## config.mk

```make
export PLATFORM = sky130hd
export DESIGN_NAME = id_ex_stage
export DESIGN_NICKNAME = d
export VERILOG_FILES = /design/src/rtl/mips_pkg.sv /design/src/rtl/load_use_detect.sv /design/src/rtl/id_ex_stage.sv
export SDC_FILE = /design/constraint.sdc
export NUM_CORES = 1
export LEC_CHECK = 0
export CORE_UTILIZATION = 30
export CTS_CLUSTER_SIZE = 30
export DETAILED_ROUTE_END_ITERATION = 7
export HOLD_SLACK_MARGIN = 0.02
export SLEW_MARGIN = 20
export SYNTH_ARGS = -nofsm -noshare
export SYNTH_HDL_FRONTEND = slang
export SYNTH_SLANG_ARGS = --single-unit
```

## constraint.sdc

```tcl
create_clock -name clk -period 14.5 [get_ports clk]
set_clock_uncertainty 0.05 [all_clocks]
set_input_delay 2.175 -clock clk [delete_from_list [all_inputs] [get_ports clk]]
set_output_delay 2.175 -clock clk [all_outputs]
set_load 0.02 [all_outputs]
```

## src/rtl/mips_pkg.sv

```systemverilog
// Shared MIPS pipeline definitions: control bundle layout, ALU operation
// encodings and a destination-register helper. The decode control unit
// imports the same package so both sides agree on bit positions.
package mips_pkg;

    // Width of the decoded control bundle
    localparam int CTRL_W = 12;

    // Register specifier width
    localparam int REG_W = 5;

    // Bit positions inside the control bundle
    localparam int CTRL_REGDST   = 0;
    localparam int CTRL_REGWRITE = 1;
    localparam int CTRL_ALUSRC   = 2;
    localparam int CTRL_ALUOP_LO = 3;
    localparam int CTRL_ALUOP_HI = 5;
    localparam int CTRL_MEMWRITE = 6;
    localparam int CTRL_MEMREAD  = 7;
    localparam int CTRL_MEMTOREG = 8;
    localparam int CTRL_BRANCH   = 9;
    localparam int CTRL_JUMP     = 10;
    localparam int CTRL_LUICTR   = 11;

    // ALUOp encodings carried in ctrl[5:3]
    typedef enum logic [2:0] {
        ALU_AND = 3'd0,
        ALU_OR  = 3'd1,
        ALU_ADD = 3'd2,
        ALU_SLL = 3'd3,
        ALU_SUB = 3'd6,
        ALU_SLT = 3'd7
    } alu_op_e;

    // Destination register selection: R-type writes rd, I-type writes rt.
    // Instructions that do not write the register file report register 0
    // so downstream forwarding never matches them.
    function automatic logic [REG_W-1:0] destReg(
        input logic             regDst,
        input logic             regWrite,
        input logic [REG_W-1:0] rt,
        input logic [REG_W-1:0] rd
    );
        logic [REG_W-1:0] sel;
        sel = regDst ? rd : rt;
        return regWrite ? sel : '0;
    endfunction

endpackage

```

## src/rtl/load_use_detect.sv

```systemverilog
// Load-use hazard detector. Flags when the instruction in EX is a load
// whose target register is read by the instruction currently in ID.
// Both source fields are compared regardless of whether ID actually reads
// rt; the occasional extra bubble is cheaper than decoding usage here.
module load_use_detect
    import mips_pkg::*;
(
    input  logic             ex_mem_read,
    input  logic [REG_W-1:0] ex_rt,
    input  logic [REG_W-1:0] id_rs,
    input  logic [REG_W-1:0] id_rt,
    output logic             hazard
);

    logic w_rtNonZero;
    logic w_rsMatch;
    logic w_rtMatch;

    // Register 0 is hardwired to zero, so a load into it never creates a dependency
    always_comb begin
        w_rtNonZero = (ex_rt != '0);
        w_rsMatch   = (ex_rt == id_rs);
        w_rtMatch   = (ex_rt == id_rt);
        hazard      = ex_mem_read & w_rtNonZero & (w_rsMatch | w_rtMatch);
    end

endmodule

```

## src/rtl/id_ex_stage.sv

```systemverilog
// ID/EX pipeline register with load-use hazard handling. Captures the decoded
// control bundle and operands for EX, replaces the EX instruction with a
// bubble on a load-use hazard or a flush, raises stall to freeze PC and IF/ID,
// and keeps a saturating count of hazard bubbles for performance debug.
module id_ex_stage
    import mips_pkg::*;
#(
    parameter int DATA_W = 32,
    parameter int CNT_W  = 16
)
(
    input  logic              clk,
    input  logic              rst,
    input  logic [11:0]       id_ctrl,
    input  logic [DATA_W-1:0] id_pc4,
    input  logic [DATA_W-1:0] id_rs_data,
    input  logic [DATA_W-1:0] id_rt_data,
    input  logic [DATA_W-1:0] id_imm,
    input  logic [4:0]        id_rs,
    input  logic [4:0]        id_rt,
    input  logic [4:0]        id_rd,
    input  logic [4:0]        id_shamt,
    input  logic              flush_i,
    input  logic              hold_i,
    output logic [11:0]       ex_ctrl,
    output logic [DATA_W-1:0] ex_pc4,
    output logic [DATA_W-1:0] ex_rs_data,
    output logic [DATA_W-1:0] ex_rt_data,
    output logic [DATA_W-1:0] ex_imm,
    output logic [4:0]        ex_rs,
    output logic [4:0]        ex_rt,
    output logic [4:0]        ex_rd,
    output logic [4:0]        ex_shamt,
    output logic [4:0]        ex_wreg,
    output logic              stall_o,
    output logic [CNT_W-1:0]  bubble_cnt_o
);

    logic [CTRL_W-1:0] r_exCtrl;
    logic [DATA_W-1:0] r_exPc4;
    logic [DATA_W-1:0] r_exRsData;
    logic [DATA_W-1:0] r_exRtData;
    logic [DATA_W-1:0] r_exImm;
    logic [REG_W-1:0]  r_exRs;
    logic [REG_W-1:0]  r_exRt;
    logic [REG_W-1:0]  r_exRd;
    logic [REG_W-1:0]  r_exShamt;
    logic [REG_W-1:0]  r_exWreg;
    logic [CNT_W-1:0]  r_bubbleCnt;

    logic              w_hazard;
    logic              w_killCtrl;
    logic              w_countBubble;
    logic              w_cntSaturated;
    logic [REG_W-1:0]  w_wregNext;

    load_use_detect u_load_use_detect (
        .ex_mem_read (r_exCtrl[CTRL_MEMREAD]),
        .ex_rt       (r_exRt),
        .id_rs       (id_rs),
        .id_rt       (id_rt),
        .hazard      (w_hazard)
    );

    // Derive bubble/stall decisions; a flush or hold overrides the hazard,
    // and a flushed slot is not a hazard bubble so it is not counted
    always_comb begin
        w_wregNext     = destReg(id_ctrl[CTRL_REGDST], id_ctrl[CTRL_REGWRITE], id_rt, id_rd);
        w_killCtrl     = flush_i | w_hazard;
        w_countBubble  = w_hazard & ~flush_i;
        w_cntSaturated = &r_bubbleCnt;
        stall_o        = w_hazard & ~flush_i & ~hold_i;
    end

    // Pipeline register: hold freezes everything, otherwise data always loads
    // while control and destination are zeroed to form a bubble when needed
    always_ff @(posedge clk or posedge rst) begin
        if (rst) begin
            r_exCtrl    <= '0;
            r_exPc4     <= '0;
            r_exRsData  <= '0;
            r_exRtData  <= '0;
            r_exImm     <= '0;
            r_exRs      <= '0;
            r_exRt      <= '0;
            r_exRd      <= '0;
            r_exShamt   <= '0;
            r_exWreg    <= '0;
        end else if (!hold_i) begin
            r_exPc4     <= id_pc4;
            r_exRsData  <= id_rs_data;
            r_exRtData  <= id_rt_data;
            r_exImm     <= id_imm;
            r_exRs      <= id_rs;
            r_exRt      <= id_rt;
            r_exRd      <= id_rd;
            r_exShamt   <= id_shamt;
            if (w_killCtrl) begin
                r_exCtrl <= '0;
                r_exWreg <= '0;
            end else begin
                r_exCtrl <= id_ctrl;
                r_exWreg <= w_wregNext;
            end
        end
    end

    // Saturating bubble counter so a long run never wraps to a misleading small value
    always_ff @(posedge clk or posedge rst) begin
        if (rst) begin
            r_bubbleCnt <= '0;
        end else if (!hold_i && w_countBubble && !w_cntSaturated) begin
            r_bubbleCnt <= r_bubbleCnt + 1'b1;
        end
    end

    // Drive the registered state onto the EX-facing ports
    always_comb begin
        ex_ctrl      = r_exCtrl;
        ex_pc4       = r_exPc4;
        ex_rs_data   = r_exRsData;
        ex_rt_data   = r_exRtData;
        ex_imm       = r_exImm;
        ex_rs        = r_exRs;
        ex_rt        = r_exRt;
        ex_rd        = r_exRd;
        ex_shamt     = r_exShamt;
        ex_wreg      = r_exWreg;
        bubble_cnt_o = r_bubbleCnt;
    end

endmodule

```

==> results of run 1 <==
layout make-up:
class / count / area share
clock inverter: 12 / 0.0149
multi-input combinational: 243 / 0.212
clock buffer: 19 / 0.0379
tap: 313 / 0.0343
sequential: 181 / 0.396
inverter: 1 / 0.000985
timing repair buffer: 347 / 0.304
sequential cells by signal, indices dropped and copies added (netlist names), 12 cells and up:
signal and count:
ex_imm 32, ex_rs_data 32, ex_rt_data 32, ex_ctrl 12
ex_pc4 32, bubble_cnt_o 16
layout by cell type, fill, tap and decap left out, types with 2 or more instances in the layout:
cell type        Yosys  layout
a22o_1              12      12
buf_4                1       2
mux2_1               9       9
nand4_1              8       8
and3_1               5       5
clkinv_4             0       2
nand2_1              6       6
mux2_2             145     145
clkbuf_16            0      17
xnor2_1             25      25
nand3_1             10      10
dfrtp_1            181     181
inv_6                0       2
clkbuf_1            15       2
and2_1               2       2
a32o_1               5       5
inv_8                0       3
clkdlybuf4s50_1      0     344
bufinv_16            0       3
clkinvlp_4           0       3
nor3_1               3       3
cells in the mapped netlist, drive strengths merged:
| library cell | count | share of area |
|---|---|---|
| nand2 | 6 | 0.0032 |
| nor4 | 1 | 0.00089 |
| xnor2 | 25 | 0.031 |
| a22o | 12 | 0.015 |
| nor3 | 3 | 0.0021 |
| a32o | 5 | 0.0071 |
| nand4 | 8 | 0.0071 |
| nand4b | 1 | 0.0012 |
| a21boi | 1 | 0.0027 |
| dfrtp | 181 | 0.64 |
| or4 | 1 | 0.0016 |
| and2 | 2 | 0.0018 |
| nor2 | 1 | 0.00053 |
| nand3 | 10 | 0.0071 |
| o22ai | 1 | 0.0018 |
| o211ai | 1 | 0.0018 |
| and4 | 1 | 0.0012 |
| inv | 1 | 0.00053 |
| a211oi | 1 | 0.0011 |
| a21oi | 1 | 0.0012 |
| clkbuf | 15 | 0.0080 |
| o21a | 1 | 0.0021 |
| o2111ai | 1 | 0.0012 |
| buf | 7 | 0.0055 |
| ha | 1 | 0.0018 |
| mux2 | 154 | 0.25 |
| and3 | 5 | 0.0044 |
how the worst max path moves through the flow:
stage                                 end  slack, ns  cells past startpoint
after global placement            stall_o       7.86                      6
final                             stall_o       7.84                      6
after floorplan           bubble_cnt_o[0]       7.36                      1
after CTS                         stall_o       7.82                      6
after global routing              stall_o       7.70                      6
after detailed placement          stall_o       7.82                      6
per-stage QoR:
stage               cell area, um^2  std cells  hold slack, ns
floorplan                      7050        447           0.509
global placement              10800       1085           0.422
detailed placement            10800       1085           0.431
CTS                           11400       1116           0.446
global route                  11400       1116           0.457
finish                        11400       1116           0.442
critical path, stage by stage:
cell,delay (ns)
clkdlybuf4s50_1,0.53
xnor2_1,0.13
nand3_1,0.12
o22ai_2,0.64
and2_1,0.22
clkdlybuf4s50_1,0.60
cell families after synthesis:
group,after synthesis
compound gates,24
buf+inv,23
fa+ha+maj,1
xor+xnor,25
mux,154
simple gates,39
flops,181
power by group:
| group | total (W) | switching, W | internal (W) |
|---|---|---|---|
| registers | 0.000577 | 0.0000268 | 0.000551 |
| clock network | 0.000479 | 0.000204 | 0.000275 |
| logic | 0.000286 | 0.000127 | 0.000159 |
metal layers:
layer,routed length [um],GRT usage,part of all wire,vias to the layer above
met4,475,0.0612,0.024,0
met2,10500,0.299,0.53,200
met5,0,0,0,-
met3,1310,0.0535,0.066,26
li1,-,-,-,2282
met1,7650,0.186,0.38,2491
==> qor.txt, run 1 <==
Final worst slack: 7.84 ns
Max Root-Sink Buffers: 2
Worst hold start: ex_imm[17]
Global route overflow: 0
Run status: finished clean
Slew Limit Fails: 0
TritonRoute pass-1 iters: 4
Peak VDD IR: 64.0 uV
Tot Pwr: 0.00134 W
Total track usage: 0.167
Initial Utilization: 0.309
Worst Path Arrival: 4.44 ns
Mux contribution to synthesized area: 0.246
Post-synthesis sequential element count: 181
Post-synth cell types: 31
Minimum clock period: 6.66 ns
Final core utilization: 0.500
Clk_lat worst skew: 0.42 ns
Max transition margin: 0.378
Fmax: 150 MHz
Ant. Diodes: 0
Crit Path Max Fanout: 17
Clock Pin Slew Worst Setup and Hold Paths: 0.07 ns
Register area share after synthesis: 0.642
Port Buf Inserts: 345
Wire length per cell: 17.9 um
Final setup violation count: 0
CP Class: in2out
Reg2reg end: ex_wreg[4]
XOR/XNOR Fraction of Synth Area: 0.0310
CTS tree: done
Placer Congestion: 0.751
Routed vias/inst: 4.48
Power density over the cells: 117 nW/um^2
Reg area: 4530 um^2
Final setup TNS: 0 ns
Reg-to-reg startpoint: ex_rt[4]
Initial antenna violation count: 0
Vias in the first global route: 5485
WHS Path Cells: 1
Synth Area in Simple Gates: 0.0312
CP required: 12.27 ns
Post-DRT Antenna Nets: 0
Largest family of logic cells by synthesized area: multiplexers
Nets: 956
CP Capture Type: output pin
Die height: 155 um
Post-CTS Setup Inserts: 0
DP Worst Slack: 7.82 ns
Max-Cap Viols: 0
Worst reg2reg setup slack: 12.27 ns
Syn Std Cell Area: 7050 um^2
Worst Setup Start Kind: input pin
Pleak: 4.62 nW
Worst-case reg-to-reg path depth: 5
DP HPWL: 14.6 mm
RSZ-0062 raised after global routing: no
Final Hold Viols: 0
Worst setup path startpoint: id_rt[3]
DRC Markers: 0
Transition time of the tightest slew-check pin: 0.933 ns
Die width: 155 um
First-pass GRT wire length: 30.9 mm
Multi-input gate area: 2420 um^2
Ratio of cells with drive above 1 in the final layout: 0.229
Final Cycle Share: 0.459
Synth Instances: 447
I/O pin count: 346
Hold_buf cts: 0
Detailed-route wire length: 19.9 mm
Number of H-tree levels: 4
Die area: 24100 um^2
Via count: 4999
Num rows: 55
Hold Crit Endpoint: ex_imm[17]
Fillers: 1993
DRT iter0 DRCs: 177
Post-synthesis compound-gate area fraction: 0.0339
Clk sinks: 181
Syn Nets: 612
Core region area: 22800 um^2
Pin count of the biggest net entering global routing: 113
Post-CTS resize count: 0
Num CTS Buffers: 17
Post-synthesis adder-cell area fraction: 0.00177
Root buffer cell: clkbuf_16
Synth warn: 0
Worst hold path type: reg2reg
Syn avg cell area: 15.8 um^2
Synthesis-to-finish area growth: 62.1%
No activity file was read; power rests on OpenSTA's default activity.
==> run 2: changes to the inputs <==
==> constraint.sdc (replaced) <==
create_clock -name clk -period 6.7 [get_ports clk]
set_clock_uncertainty 0.05 [all_clocks]
set_input_delay 1.005 -clock clk [delete_from_list [all_inputs] [get_ports clk]]
set_output_delay 1.005 -clock clk [all_outputs]
set_load 0.02 [all_outputs]
==> run 2 against run 1 <==
Compared with the run above:
- routed wire length about the same
- die area unchanged
- largest cell class unchanged
- global-route usage increased by 0.16 points
- via count increased by 2.3%
- clock power increased by 110%
- flip-flop and latch count unchanged
==> qor.txt, run 2 (same netlist as run 1, synthesis figures left out) <==
Run status: finished clean
Sequential Power Share: 0.435 (+0.005)
Fmax: 230 MHz
Worst hold path type: reg2reg
WP buf/inv: 2 (unchanged)
Transition time of the tightest slew-check pin: 0.939 ns (+0.00604 ns)
DRC Markers: 0 (unchanged)
DP HPWL: 14.7 mm (+0.12%)
Pint: 0.00210 W (+110%)
I/O pin count: 346 (unchanged)
Max transition margin: 0.374 (-0.00402)
Core region area: 22800 um^2 (unchanged)
CP required: 5.64 ns (-6.63 ns)
Pin count of the biggest net entering global routing: 118 (+4.4%)
Peak VDD IR: 145 uV (+130%)
Port Buf Inserts: 345 (unchanged)
Total track usage: 0.169 (+0.00155)
Global route overflow: 0 (unchanged)
Clk sinks: 181 (unchanged)
CTS tree: done
Gate power share: 0.216 (+0.003)
Worst hold start: ex_wreg[1]
Clk_lat worst skew: 0.42 ns (about the same)
Worst Path Arrival: 3.29 ns (-1.15 ns)
Final Hold Viols: 0 (unchanged)
Worst reg2reg setup slack: 4.45 ns (-7.82 ns)
Die width: 155 um (unchanged)
Max Root-Sink Buffers: 2 (unchanged)
RSZ-0062 raised after global routing: no
Root buffer cell: clkbuf_16
Ant. Diodes: 0 (unchanged)
Post-DRT Antenna Nets: 0 (unchanged)
Hold_buf cts: 0 (unchanged)
Die height: 155 um (unchanged)
Top delay family on crit path: buffers and inverters
Placed inst area: 10800 um^2 (about the same)
Sw Share: 0.269 (+0.00281)
Crit Path Max Fanout: 17 (unchanged)
Die area: 24100 um^2 (unchanged)
Nets: 957 (+0.10%)
First-pass GRT wire length: 31.1 mm (+0.72%)
Max-Cap Viols: 0 (unchanged)
Initial Utilization: 0.309 (unchanged)
Reg-to-reg startpoint: ex_rt[0]
Clock Power Share: 0.349 (-0.007)
Wire length per cell: 17.9 um (about the same)
CP peak stage delay: 0.65 ns (about the same)
Post-CTS Setup Inserts: 0 (unchanged)
Number of H-tree levels: 4 (unchanged)
Final setup violation count: 0 (unchanged)
Hold Crit Endpoint: ex_wreg[1]
Post-CTS resize count: 0 (unchanged)
Placer Congestion: 0.743 (-1.2%)
Vias in the first global route: 5586 (+1.8%)
Switch Pwr: 0.000775 W (+120%)
Worst Setup Start Kind: input pin
Via count: 5113 (+2.3%)
Initial antenna violation count: 0 (unchanged)
WHS Path Cells: 1 (unchanged)
Worst-case reg-to-reg path depth: 5 (unchanged)
Most frequent cells in the layout: clkdlybuf4s50_1, dfrtp_1, mux2_2
Detailed-route wire length: 20.0 mm (about the same)
CP Class: in2out
Slowest CP cell: o22ai_2
Minimum clock period: 4.35 ns
DRT iter0 DRCs: 169 (-4.5%)
Clock Pin Slew Worst Setup and Hold Paths: 0.06 ns (about the same)
Synthesis-to-finish area growth: 61.9% (about the same)
Routed vias/inst: 4.58 (+2.2%)
Crit-path cells: clkdlybuf4s50_1 -> xnor2_1 -> nand3_1 -> o22ai_2 -> and2_1 -> clkdlybuf4s50_1
Num rows: 55 (unchanged)
TritonRoute pass-1 iters: 4 (unchanged)
Final setup TNS: 0 ns (unchanged)
Num CTS Buffers: 17 (unchanged)
Hold WS: 0.443 ns (+0.000936 ns)
Pleak: 4.61 nW (-0.13%)
CP Capture Type: output pin
Final Cycle Share: 0.649
Ratio of cells with drive above 1 in the final layout: 0.231 (+0.00220)
Most used cell, CP: clkdlybuf4s50_1
Power density over the cells: 252 nW/um^2 (+110%)
Slew Limit Fails: 0 (unchanged)
Reg2reg end: ex_wreg[3]
Commonest non-fill, non-tap cell in the layout: clkdlybuf4s50_1
Fin area: 11400 um^2 (about the same)
==> run 2: cell count changes in the layout (fill, tap and decap cells not counted), sizes merged <==
cell,change
buf,+1
clkinvlp,+1
bufinv,-1
==> run 2: worst reg2reg max path, stage by stage, from the launching register on <==
cell and delay [ns]:
dfrtp_1 0.46, xnor2_1 0.18, nand3_1 0.12, o22ai_2 0.65, a21boi_4 0.30, a32o_1 0.36
==> run 2: area by class of cell <==
type	instances	area (um^2)
tap	313	392
multi-input combinational	243	2420
inverter	1	11.3
timing repair buffer	348	3480
fill	1985	11400
clock buffer	19	443
clock inverter	12	143
sequential	181	4530
==> run 2: how the worst max path moves through the flow <==
stage | startpoint | to | cells after the start
floorplan | rst | bubble_cnt_o[0] | 1
global placement | id_rt[4] | stall_o | 6
detailed placement | id_rt[0] | stall_o | 6
CTS | id_rt[0] | stall_o | 6
global route | id_rt[0] | stall_o | 6
finish | id_rt[0] | stall_o | 6
==> run 2: metal layers <==
layer	share of wire	vias to the layer above	wire length (um)	GRT usage
met4	0.024	0	478	0.0663
li1	-	2290	-	-
met2	0.54	201	10700	0.301
met5	0	-	0	0
met1	0.37	2592	7400	0.186
met3	0.067	30	1340	0.0535
==> run 2: metrics by stage <==
stage	setup WS (ns)	power [W]	utilization	std cells
6_report	2.35	0.00288	0.500	1117
5_1_grt	2.18	0.00300	0.500	1117
4_1_cts	2.37	0.00292	0.500	1117
3_5_place_dp	2.37	0.00190	0.474	1086
3_3_place_gp	2.40	0.00189	0.474	1086
2_1_floorplan	0.730	0.00154	-	447
==> run 2: power by group through the flow <==
| stage | logic, W | registers [W] | clock network, W |
|---|---|---|---|
| 2_1_floorplan | 0.000154 | 0.00139 | 0 |
| 5_1_grt | 0.000656 | 0.00126 | 0.00108 |
| 4_1_cts | 0.000631 | 0.00125 | 0.00104 |
| 3_3_place_gp | 0.000623 | 0.00126 | 0 |
| 3_5_place_dp | 0.000628 | 0.00127 | 0 |
| 6_report | 0.000620 | 0.00125 | 0.00100 |
